File: config.mk
export PLATFORM = sky130hd
export DESIGN_NAME = cascade_counter
export DESIGN_NICKNAME = d
export VERILOG_FILES = /design/src/rtl/cascade_counter.sv
export SDC_FILE = /design/constraint.sdc
export NUM_CORES = 1
export LEC_CHECK = 0
export CORE_ASPECT_RATIO = 1.5
export CORE_UTILIZATION = 45
export DETAILED_ROUTE_END_ITERATION = 10
export MAX_ROUTING_LAYER = met4
export PLACE_DENSITY = 0.86
export SYNTH_ARGS = -nofsm -noshare
export SYNTH_HDL_FRONTEND = slang
export SYNTH_SLANG_ARGS = --single-unit
File: constraint.sdc
create_clock -name clk -period 2 [get_ports clk]
set_clock_uncertainty 0.05 [all_clocks]
set_input_delay 0.3 -clock clk [delete_from_list [all_inputs] [get_ports clk]]
set_output_delay 0.3 -clock clk [all_outputs]
set_load 0.03 [all_outputs]
File: src/rtl/cascade_counter.sv
`default_nettype none
// ============================================================================
//  Module      : cascade_counter
//  Description : Parametrised multi-digit up/down counter. Each digit counts
//                modulo BASE (BASE=10 gives BCD). Supports synchronous clear,
//                parallel load with per-digit clamping, and wrap or saturate
//                at the limits. Provides a combinational terminal count for
//                chaining, a one-cycle wrap pulse and a sticky overflow flag.
//  Revision    : 1.0 - initial release
// ============================================================================
module cascade_counter #(
    parameter int DIGITS   = 4,
    parameter int BASE     = 10,
    parameter int DIGIT_W  = 4,
    parameter int SATURATE = 0
) (
    input  logic                        clk,
    input  logic                        rst,       // asynchronous, active-low
    input  logic                        en,
    input  logic                        up,
    input  logic                        clr,
    input  logic                        load,
    input  logic [DIGITS*DIGIT_W-1:0]   load_val,
    input  logic                        ovf_clr,
    output logic [DIGITS*DIGIT_W-1:0]   count,
    output logic                        tc,
    output logic                        wrap,
    output logic                        ovf
);

    localparam int                 c_CW   = DIGITS * DIGIT_W;
    // One extra bit so BASE == 2**DIGIT_W is representable for the clamp compare.
    localparam logic [DIGIT_W:0]   c_BASE = (DIGIT_W + 1)'(BASE);
    localparam logic [DIGIT_W-1:0] c_MAXD = DIGIT_W'(BASE - 1);

    // Reject configurations where a digit cannot hold BASE-1.
    generate
        if ((DIGITS < 1) || (BASE < 2) || (DIGIT_W < $clog2(BASE))) begin : g_bad_cfg
            $error("cascade_counter: illegal DIGITS/BASE/DIGIT_W combination");
        end
    endgenerate

    logic [c_CW-1:0]   r_count;
    logic              r_wrap;
    logic              r_ovf;

    logic [DIGITS-1:0] w_is_max;     // digit i equals BASE-1
    logic [DIGITS-1:0] w_is_zero;    // digit i equals 0
    logic [c_CW-1:0]   w_stepped;    // value after one up/down step
    logic [c_CW-1:0]   w_loaded;     // load_val with out-of-range digits clamped
    logic              w_at_term;
    logic              w_step;
    logic              w_event;

    // Per-digit compare, step and clamp logic.
    genvar gi;
    generate
        for (gi = 0; gi < DIGITS; gi = gi + 1) begin : g_digit
            logic [DIGIT_W-1:0] w_d;
            logic [DIGIT_W-1:0] w_ld;
            logic               w_up_en;   // all lower digits at BASE-1
            logic               w_dn_en;   // all lower digits at 0
            logic [DIGIT_W-1:0] w_next;

            assign w_d           = r_count[gi*DIGIT_W +: DIGIT_W];
            assign w_ld          = load_val[gi*DIGIT_W +: DIGIT_W];
            assign w_is_max[gi]  = (w_d == c_MAXD);
            assign w_is_zero[gi] = (w_d == '0);

            if (gi == 0) begin : g_lsd
                assign w_up_en = 1'b1;
                assign w_dn_en = 1'b1;
            end else begin : g_upper
                assign w_up_en = &w_is_max[gi-1:0];
                assign w_dn_en = &w_is_zero[gi-1:0];
            end

            assign w_next = up ? (w_up_en ? (w_is_max[gi]  ? '0     : w_d + 1'b1) : w_d)
                               : (w_dn_en ? (w_is_zero[gi] ? c_MAXD : w_d - 1'b1) : w_d);

            assign w_stepped[gi*DIGIT_W +: DIGIT_W] = w_next;
            assign w_loaded[gi*DIGIT_W +: DIGIT_W]  = ({1'b0, w_ld} >= c_BASE) ? c_MAXD : w_ld;
        end
    endgenerate

    // Terminal value depends on direction; tc ignores clr/load so a chained
    // instance sees the carry as soon as this one sits at its limit.
    assign w_at_term = up ? (&w_is_max) : (&w_is_zero);
    assign tc        = en & w_at_term;
    // An event only happens when the enable step is actually taken.
    assign w_step    = en & ~clr & ~load;
    assign w_event   = w_step & w_at_term;

    // Count register: clear beats load beats enable; saturate mode holds at the limit.
    always_ff @(posedge clk or negedge rst) begin
        if (!rst) begin
            r_count <= '0;
        end else if (clr) begin
            r_count <= '0;
        end else if (load) begin
            r_count <= w_loaded;
        end else if (en) begin
            if (!((SATURATE != 0) && w_at_term)) begin
                r_count <= w_stepped;
            end
        end
    end

    // Wrap pulse: high for the cycle after each wrap/saturation event.
    always_ff @(posedge clk or negedge rst) begin
        if (!rst) begin
            r_wrap <= 1'b0;
        end else begin
            r_wrap <= w_event;
        end
    end

    // Sticky overflow: a new event wins over a simultaneous clear request.
    always_ff @(posedge clk or negedge rst) begin
        if (!rst) begin
            r_ovf <= 1'b0;
        end else begin
            r_ovf <= w_event | (r_ovf & ~ovf_clr);
        end
    end

    assign count = r_count;
    assign wrap  = r_wrap;
    assign ovf   = r_ovf;

endmodule
`default_nettype wire

==> Yosys cells after proc, flatten, opt, wreduce, memory -nomap -nowiden <==
Index checks and enable logic that the tools add are counted.
{ "op_classes": {"addsub": 8, "magnitude_cmp": 4, "n_eq_ne": 7, "n_mux": 26, "bitwise": 9, "reduce_logical": 17} }
{ "ops": {"columns": ["op", "count"], "rows": [
  ["2-to-1 mux 4 bit", 22],
  ["2-to-1 mux 16 bit", 3],
  ["adder 4 x 1 -> 4 bit (second input constant)", 4],
  ["equality test 4 bit (second input constant)", 4],
  ["greater-or-equal comparator 4 bit (second input constant)", 4],
  ["zero test 4 bit", 4],
  ["subtractor 4 x 1 -> 4 bit (second input constant)", 4],
  ["AND reduction 3 bit", 5],
  ["!= test 4 x 1 -> 1 bit (second input constant)", 3],
  ["nonzero test 4 bit", 3],
  ["AND reduction 4 bit", 2],
  ["AND 1 bit", 5],
  ["AND reduction 2 bit", 2],
  ["inverter 1 bit", 3],
  ["nonzero test 3 bit", 1],
  ["2-to-1 mux 1 bit", 1],
  ["OR 1 bit", 1]
]} }
{ "word_totals": {"reg_bits": 18, "input_bits": 23, "out_inout_bits": 19, "wordCells": 77} }

==> Longest topological paths before layout <==
Gate-level depths: netlist (run 1).
{ "depth": {"word_depth": 7, "mapped_depth": 8, "mapped_depth_nobuf": 7} }

==> Worst setup path before layout (run 1) <==
Ideal clock, no wire load.
{ "synth_timing": {"kind": "reg-to-reg", "from": "reg r_count[0] (netlist: count[0])", "to": "reg r_count[15] (netlist: count[15])", "setup_time_ns": 0.121, "arrival_time_ns": 2.219, "required_time_ns": 1.829, "setup_slack_ns": -0.390, "path_stages_with_launch": 7, "path_buffers": 0, "synth_period_minus_slack_ns": 2.390, "path_cell_list": "dfrtp_1 > ha_1 > nand4_1 > or4_4 > a21oi_4 > mux2_2 > a22o_1"} }
{ "synth_via": {"elab_chain_cells": 4, "elab_cells_between_ends": 7, "cone_classes": "2 x eq/ne; 5 x reduce/logical"} }
{ "synth_lines": {"columns": ["item", "line_no", "rtl"], "rows": [
  ["start: declaration", "43", "logic [c_CW-1:0] r_count;"],
  ["start signal: assignment", "101", "r_count <= w_loaded;"],
  ["start signal: assignment", "104", "r_count <= w_stepped;"],
  ["equality test 4 bit or zero test 4 bit (tied branches)", "67, 68", null],
  ["AND reduction 3 bit, on equally long branches", "74, 75", null],
  ["!= test 4 x 1 -> 1 bit (no line) or nonzero test 4 bit (tied branches)", null, null],
  ["AND reduction 3 bit (no line) *", null, null]
]} }
Mark *: on every way between the ends. The rest lies on a longest branch, timed or not.
A chain may end at the register's enable or synchronous reset.

==> Worst setup path after layout (run 1) <==
{ "layout_timing": {"from": "reg r_count[5] (netlist: count[5])", "to": "out tc"} }
{ "layout_via": {"elab_chain_cells": 4, "elab_cells_between_ends": 6, "cone_classes": "1 x eq/ne; 1 x mux; 1 x bitwise; 3 x reduce/logical"} }
{ "layout_lines": {"columns": ["item", "line_no", "rtl"], "rows": [
  ["equality test 4 bit or zero test 4 bit (tied branches)", "67, 68", null],
  ["AND reduction 4 bit", "88", "assign w_at_term = up ? (&w_is_max) : (&w_is_zero);"],
  ["2-to-1 mux 1 bit *", "88", null],
  ["AND 1 bit *", "89", "assign tc = en & w_at_term;"],
  ["end: declaration", "26", "output logic tc,"]
]} }
Marked as above.

==> results of run 1 <==
[power by group]
part	internal (µW)	switching, µW
Combinational	325	338
Sequential	389	32.6
Clock	142	138
[cells by family after synthesis]
logic type | count (synthesis) | synth area share
multiplexers | 3 | 0.0185
flip-flops | 18 | 0.256
buffers and inverters | 33 | 0.0789
AND/OR/NAND/NOR | 85 | 0.259
AO/OA/AOI/OAI | 73 | 0.313
XOR/XNOR | 5 | 0.0249
adder cells (fa/ha/maj) | 7 | 0.0497
[synthesized netlist by cell type (all sizes together) (4+ instances only)]
library cell	n	area [µm²]
a211oi	5	37.5
a21oi	16	95.1
a31oi	4	25.0
buf	8	43.8
clkbuf	12	46.3
dfrtp	18	450
ha	7	87.6
inv	12	45.0
nand2	16	60.1
nand2b	4	25.0
nand3	5	25.0
nor2	21	78.8
nor2b	5	31.3
nor3	7	35.0
o21ai	9	45.0
o41ai	4	42.6
or2	4	27.5
xnor2	4	35.0
[sequential cells by signal, indices dropped and copies added (netlist names)]
| name | count |
|---|---|
| wrap | 1 |
| count | 16 |
| ovf | 1 |
[metal layers]
metal  up-vias  part of all wire  track usage  wire length (µm)
met2       135              0.51        0.510              3350
met3        41             0.061       0.0271               405
li1       1000                 -            -                 -
met1      1067              0.37        0.356              2470
met4         0             0.057        0.189               373
met5         -                 0            -                 0
[repair_timing]
action	4_1_cts	5_1_grt
gates resized for setup	17	30
setup endpoints to repair	11	15
buffers inserted	6	11
pin swaps	11	19
[cell type report]
class	instances	area, µm²
Multi-Input combinational cell	173	1400
Timing Repair Buffer	100	906
Fill cell	229	803
Sequential cell	18	463
Tap cell	43	53.8
Inverter	13	48.8
Clock buffer	4	45.0
[stage by stage]
stage / worst slack (ns) / hold slack (ns) / instance area, µm² / instances / util
2_1_floorplan: -0.219 / -0.0456 / 1840 / 224 / -
3_5_place_dp: -0.400 / 0.414 / 2500 / 330 / 0.672
5_1_grt: -0.352 / 0.323 / 2910 / 351 / 0.784
6_report: -0.312 / 0.311 / 2910 / 351 / 0.784
4_1_cts: -0.290 / 0.325 / 2680 / 340 / 0.722
3_3_place_gp: -0.369 / 0.415 / 2500 / 330 / 0.672
[path summary, 6_finish.rpt]
| check | endpoint | cells past startpoint |
|---|---|---|
| worst max-delay path | tc | 5 |
| worst min-delay path | count[8] | 2 |
| worst max register to register | count[15] | 6 |
| worst min register to register | ovf | 1 |
| max in group asynchronous | count[2] | 2 |
| min in group clk | ovf | 1 |
[critical path: stages, from the launching register on]
cell and delay, ns:
dfrtp_2 0.41, or2_4 0.26, or4_4 0.53, o22ai_4 0.19
and2_4 0.17, buf_6 0.12
==> results.cfg, run 1 <==
[cts]
clock-sinks = 18
cts_tree = built
cts_buffers = 3
h-tree-depth = 1
clockRootBuffer = clkbuf_8
clock_latency_ns = 0.27
clk_pin_slew_ns = 0.08
cts_hold_buffers = 0
clock_path_buffers = 2

[synthesis]
synthFlopType = dfrtp_1
syn_inst = 224
synth-edff-count = 0
ys_ff_latch = 18
ys_seq_area_frac = 0.256
synthDistinctLibCells = 73
syn_area_um2 = 1760
synthesis.nets = 254
synthArstFlopShare = 1.00
avgSynthCellArea_um2 = 7.86
synth_warnings = 0

[drt]
drt_iter0_markers = 141
drc = 0
wl_per_cell_um = 18.8
wl_um = 6600
dr_total_vias = 2243
first_pass_iters = 5
ant_nets = 0
viasPerCell = 6.39

[die]
die_area_um2 = 4170
fp.dieW_um = 53.1
row_count = 27
start_util = 0.474
core_um2 = 3720
die_y_um = 78.6
ios = 42

[timing]
worstMarginPinSlew_ns = 0.381
setup_tns_ns = -1.45
setup_ws_ns = -0.312
slew_violations = 0
fin_crit_ns = 2.31
clock.fmax_ghz = 0.433
period_share = 1.16
setup_viol = 12
hold_viol = 0
rsz0062_at_grt = yes
relSlewSlack = 0.745

[pwr]
irDropWorstVdd_mv = 0.583
power.total_uw = 1360
power_density_nw_per_um2 = 468
cellLeakagePower_uw = 0.00122

[setup_path]
reg2reg_slack_ns = -0.20
cp-end-kind = primary output
path_class = reg -> out
cp.arrival_ns = 1.96
crit_path_start = count[5]
crit_fanout = 2
cp-start-kind = register
worstPathRequired_ns = 1.65
worstReg2RegStart = count[5]

[layout]
syn_to_final_growth_pct = 65.5
drive_gt1_frac = 0.360
diodes = 0
layout.nets = 339
layout_common_cells = 50 x buf_4, 37 x clkdlybuf4s50_1, 21 x nor2_1
final_common_cell = buf_4

[placed_design]
gp_congestion = 0.943
portBuffers = 41
dp_hpwl_um = 4020

[global_routing]
grt_pass1_vias = 2001
grt_overflow = 0
antenna_found_initial = 0
grt_pass1_wl_um = 9280
track_usage = 0.312
grt_max_degree = 19

[job]
drv_cap = 0

[status]
violations = negative setup slack
status = complete, but fails checks

[hold_path]
hold_path.class = in -> async
Power figures use the tool's default switching activity.
==> run 2: changes to the inputs <==
--- a/config.mk
+++ b/config.mk
@@ -10,6 +10,7 @@
 export DETAILED_ROUTE_END_ITERATION = 10
 export MAX_ROUTING_LAYER = met4
 export PLACE_DENSITY = 0.86
+export SKIP_CTS_REPAIR_TIMING = 1
 export SYNTH_ARGS = -nofsm -noshare
 export SYNTH_HDL_FRONTEND = slang
 export SYNTH_SLANG_ARGS = --single-unit
==> run 2 against run 1 <==
Net effect: utilization shrank 6.9 points; global-route usage shrank 3.3 points; fmax shrank 0.64%; count of clock-buffer cells in the layout is the same; the flow still finishes with violations (negative setup slack); sequential share of layout area grew 1.5 points; power shrank 6.6%; register-to-register slack lost 0.10 ns; routed wire length shrank 14%; critical path depth grew 1; combinational power shrank 12%; sequential power shrank 0.9%.
==> results.cfg, run 2 (synthesis results as in run 1) <==
[status]
status = complete, but fails checks
violations = negative setup slack

[timing]
clock.fmax_ghz = 0.430
setup_viol = 12
setup_ws_ns = -0.327
slew_violations = 0
worstMarginPinSlew_ns = 0.444
period_share = 1.16
relSlewSlack = 0.701
whs_ns = 0.316
fin_crit_ns = 2.33
setup_tns_ns = -1.48
hold_viol = 0
rsz0062_at_grt = yes

[job]
drv_cap = 0

[setup_path]
cp-start-kind = register
cp.arrival_ns = 1.98
crit_path_start = count[6]
worstReg2RegStart = count[6]
cp-end-kind = primary output
worstPathRequired_ns = 1.65
path_class = reg -> out
crit_fanout = 10

[cts]
h-tree-depth = 1
clock_latency_ns = 0.26
clock-sinks = 18
clock_path_buffers = 2
cts_buffers = 3
cts_tree = built
clk_pin_slew_ns = 0.08
clockRootBuffer = clkbuf_8

[die]
ios = 42
core_um2 = 3720
start_util = 0.474
fp.dieW_um = 53.1
die_y_um = 78.6
die_area_um2 = 4170
row_count = 27

[global_routing]
grt_pass1_wl_um = 8530
antenna_found_initial = 0
track_usage = 0.279
grt_overflow = 0
grt_max_degree = 19
grt_pass1_vias = 1948

[drt]
dr_total_vias = 2067
wl_um = 5670
first_pass_iters = 4
ant_nets = 0
drt_iter0_markers = 87
drc = 0
wl_per_cell_um = 16.8
viasPerCell = 6.12

[placed_design]
portBuffers = 41
dp_hpwl_um = 4020
place_ws_ns = -0.400
gp_congestion = 0.943

[pwr]
cellLeakagePower_uw = 0.00108
irDropWorstVdd_mv = 0.483
power_density_nw_per_um2 = 479

[layout]
utilization = 0.715
largest_reg_flops = 16
final_common_cell = buf_4
layout.nets = 326
layout_common_cells = 43 x buf_4, 40 x clkdlybuf4s50_1, 21 x nor2_1
drive_gt1_frac = 0.292
syn_to_final_growth_pct = 51.0
diodes = 0

[hold_path]
hold_path.class = in -> async
## run 2: changes by cell type in the layout (fill, tap and decap cells not counted), moves of 2 or more
cell / delta
buf_4: -7
buf_6: -4
buf_8: -3
clkdlybuf4s50_1: +3
dlymetal6s2s_1: -2
nor4_1: +2
## run 2: worst max-delay path, stage by stage, from the launching register on
cell and delay [ns]:
dfrtp_2 0.40, buf_4 0.17, nor4_1 0.35, nand4_1 0.29
o22ai_4 0.21, and2_4 0.17, buf_6 0.12
## run 2: path summary, 6_finish.rpt
kind	endpoint	slack, ns	depth (start not counted)
worst min register to register	ovf	0.43	1
worst max-delay path	tc	-0.33	6
max in group asynchronous	count[2]	1.35	2
min in group clk	ovf	0.43	1
worst max register to register	count[15]	-0.30	7
worst min-delay path	count[8]	0.32	2
## run 2: cell type report
| class | count | area, µm² |
|---|---|---|
| fillers | 274 | 1060 |
| multi-input cells | 173 | 1280 |
| well taps | 43 | 53.8 |
| inverters | 13 | 48.8 |
| clock buffers | 4 | 45.0 |
| repair buffers | 87 | 768 |
| flip-flops and latches | 18 | 463 |
## run 2: metrics by stage
stage	power, µW	cell area [µm²]	cells
after global routing	1340	2660	338
after global placement	951	2500	330
after detailed placement	964	2500	330
after floorplan	737	1840	224
final	1270	2660	338
after CTS	1240	2540	334
## run 2: metal layers
metal | vias to the layer above | GRT usage | share of wire
met5 | - | - | 0
met4 | 0 | 0.155 | 0.046
met3 | 26 | 0.0233 | 0.045
met2 | 93 | 0.461 | 0.52
met1 | 981 | 0.321 | 0.39
li1 | 967 | - | -
## run 2: power breakdown
| group | internal (µW) | total [µW] | leakage (µW) | switching [µW] |
|---|---|---|---|---|
| Clock | 142 | 274 | 0.0000228 | 132 |
| Sequential | 389 | 418 | 0.000224 | 28.9 |
| Combinational | 281 | 582 | 0.000836 | 301 |
==> run 3: changes to the inputs <==
--- a/config.mk
+++ b/config.mk
@@ -5,11 +5,13 @@
 export SDC_FILE = /design/constraint.sdc
 export NUM_CORES = 1
 export LEC_CHECK = 0
+export CELL_PAD_IN_SITES_DETAIL_PLACEMENT = 1
+export CELL_PAD_IN_SITES_GLOBAL_PLACEMENT = 1
 export CORE_ASPECT_RATIO = 1.5
-export CORE_UTILIZATION = 45
+export CORE_UTILIZATION = 30
 export DETAILED_ROUTE_END_ITERATION = 10
 export MAX_ROUTING_LAYER = met4
-export PLACE_DENSITY = 0.86
+export PLACE_DENSITY = 0.81
 export SKIP_CTS_REPAIR_TIMING = 1
 export SYNTH_ARGS = -nofsm -noshare
 export SYNTH_HDL_FRONTEND = slang
==> run 3 against run 2 <==
Net effect: via count is 1.4% higher; fmax shrank 0.64%; clock power grew 15%; global-route usage is 6.2 points lower; the flow still finishes with violations (negative setup slack); largest power group unchanged; sequential power rose by 1%; critical path type is now in -> out; non-clock buffer count up 5.
==> results.cfg, run 3 (synthesis results as in run 1) <==
[setup_path]
path_class = in -> out
cp-end-kind = primary output
crit_fanout = 13
cp.arrival_ns = 1.99
cp-start-kind = primary input
worstPathRequired_ns = 1.65

[placed_design]
place_ws_ns = -0.377
gp_congestion = 0.851
dp_hpwl_um = 4880
portBuffers = 41

[pwr]
irDropWorstVdd_mv = 0.192
power_density_nw_per_um2 = 487
power.total_uw = 1350
cellLeakagePower_uw = 0.00113

[timing]
slew_violations = 0
setup_ws_ns = -0.342
worstMarginPinSlew_ns = 0.459
setup_tns_ns = -1.97
period_share = 1.17
hold_viol = 0
relSlewSlack = 0.693
rsz0062_at_grt = yes
clock.fmax_ghz = 0.427
fin_crit_ns = 2.34
setup_viol = 12
whs_ns = 0.338

[layout]
drive_gt1_frac = 0.323
ff_latch_area_um2 = 463
final_common_cell = buf_4
layout_common_cells = 48 x buf_4, 39 x clkdlybuf4s50_1, 21 x nor2_1
syn_to_final_growth_pct = 57.1
layout.nets = 331
largest_reg_flops = 16
diodes = 0
multi_input_area_um2 = 1300
fillers = 663

[status]
violations = negative setup slack
status = complete, but fails checks

[global_routing]
grt_max_degree = 19
grt_pass1_wl_um = 10100
grt_overflow = 0
antenna_found_initial = 0
track_usage = 0.216
grt_pass1_vias = 2188

[cts]
cts_buffers = 3
clock_path_buffers = 2
clockRootBuffer = clkbuf_8
h-tree-depth = 1
clk_pin_slew_ns = 0.08
cts_tree = built
clock_latency_ns = 0.26
clock-sinks = 18

[job]
drv_cap = 0

[die]
die_area_um2 = 6180
row_count = 33
fp.dieW_um = 64.5
core_um2 = 5570
start_util = 0.316
die_y_um = 95.8
ios = 42

[drt]
drc = 0
dr_total_vias = 2096
wl_per_cell_um = 19.0
wl_um = 7050
ant_nets = 0
drt_iter0_markers = 93
first_pass_iters = 4
viasPerCell = 5.66

[hold_path]
hold_path.class = in -> async
==> run 3: path summary, 6_finish.rpt <==
path	start	endpoint	slack [ns]	depth (start not counted)
max reg2reg	count[0]	count[15]	-0.26	8
min in group clk	ovf	ovf	0.43	1
max in group asynchronous	rst	count[2]	1.33	2
min reg2reg	ovf	ovf	0.43	1
max	up	tc	-0.34	7
min	rst	count[7]	0.34	2
==> run 3: where the power goes <==
group,internal (µW),total [µW],switching [µW]
Sequential,389,422,32.8
Clock,175,316,141
Combinational,291,610,319
Total,856,1350,493
==> run 3: final cells by class <==
cell class | count | area share
clock buffer | 4 | 0.0199
inverter | 13 | 0.0185
multi-input combinational | 173 | 0.470
sequential | 18 | 0.167
tap | 70 | 0.0317
timing repair buffer | 92 | 0.292
==> run 3: layer usage <==
layer	share of wire	global-route usage	up-vias
met5	0	-	-
met1	0.39	0.213	1053
met2	0.55	0.431	43
li1	-	-	981
met4	0.043	0.0778	0
met3	0.017	0.0201	19
==> run 3: worst max-delay path: stages <==
cell	delay [ns]
clkdlybuf4s50_1	0.47
buf_4	0.22
nor3_2	0.24
nand4_1	0.27
o22ai_4	0.19
and2_4	0.16
buf_6	0.12
==> run 3: metrics by stage <==
stage	cell area, µm²	instances	utilization
2_1_floorplan	1840	224	-
6_report	2770	370	0.496
4_1_cts	2600	363	0.467
3_5_place_dp	2550	359	0.457
5_1_grt	2770	370	0.496
3_3_place_gp	2550	359	0.457
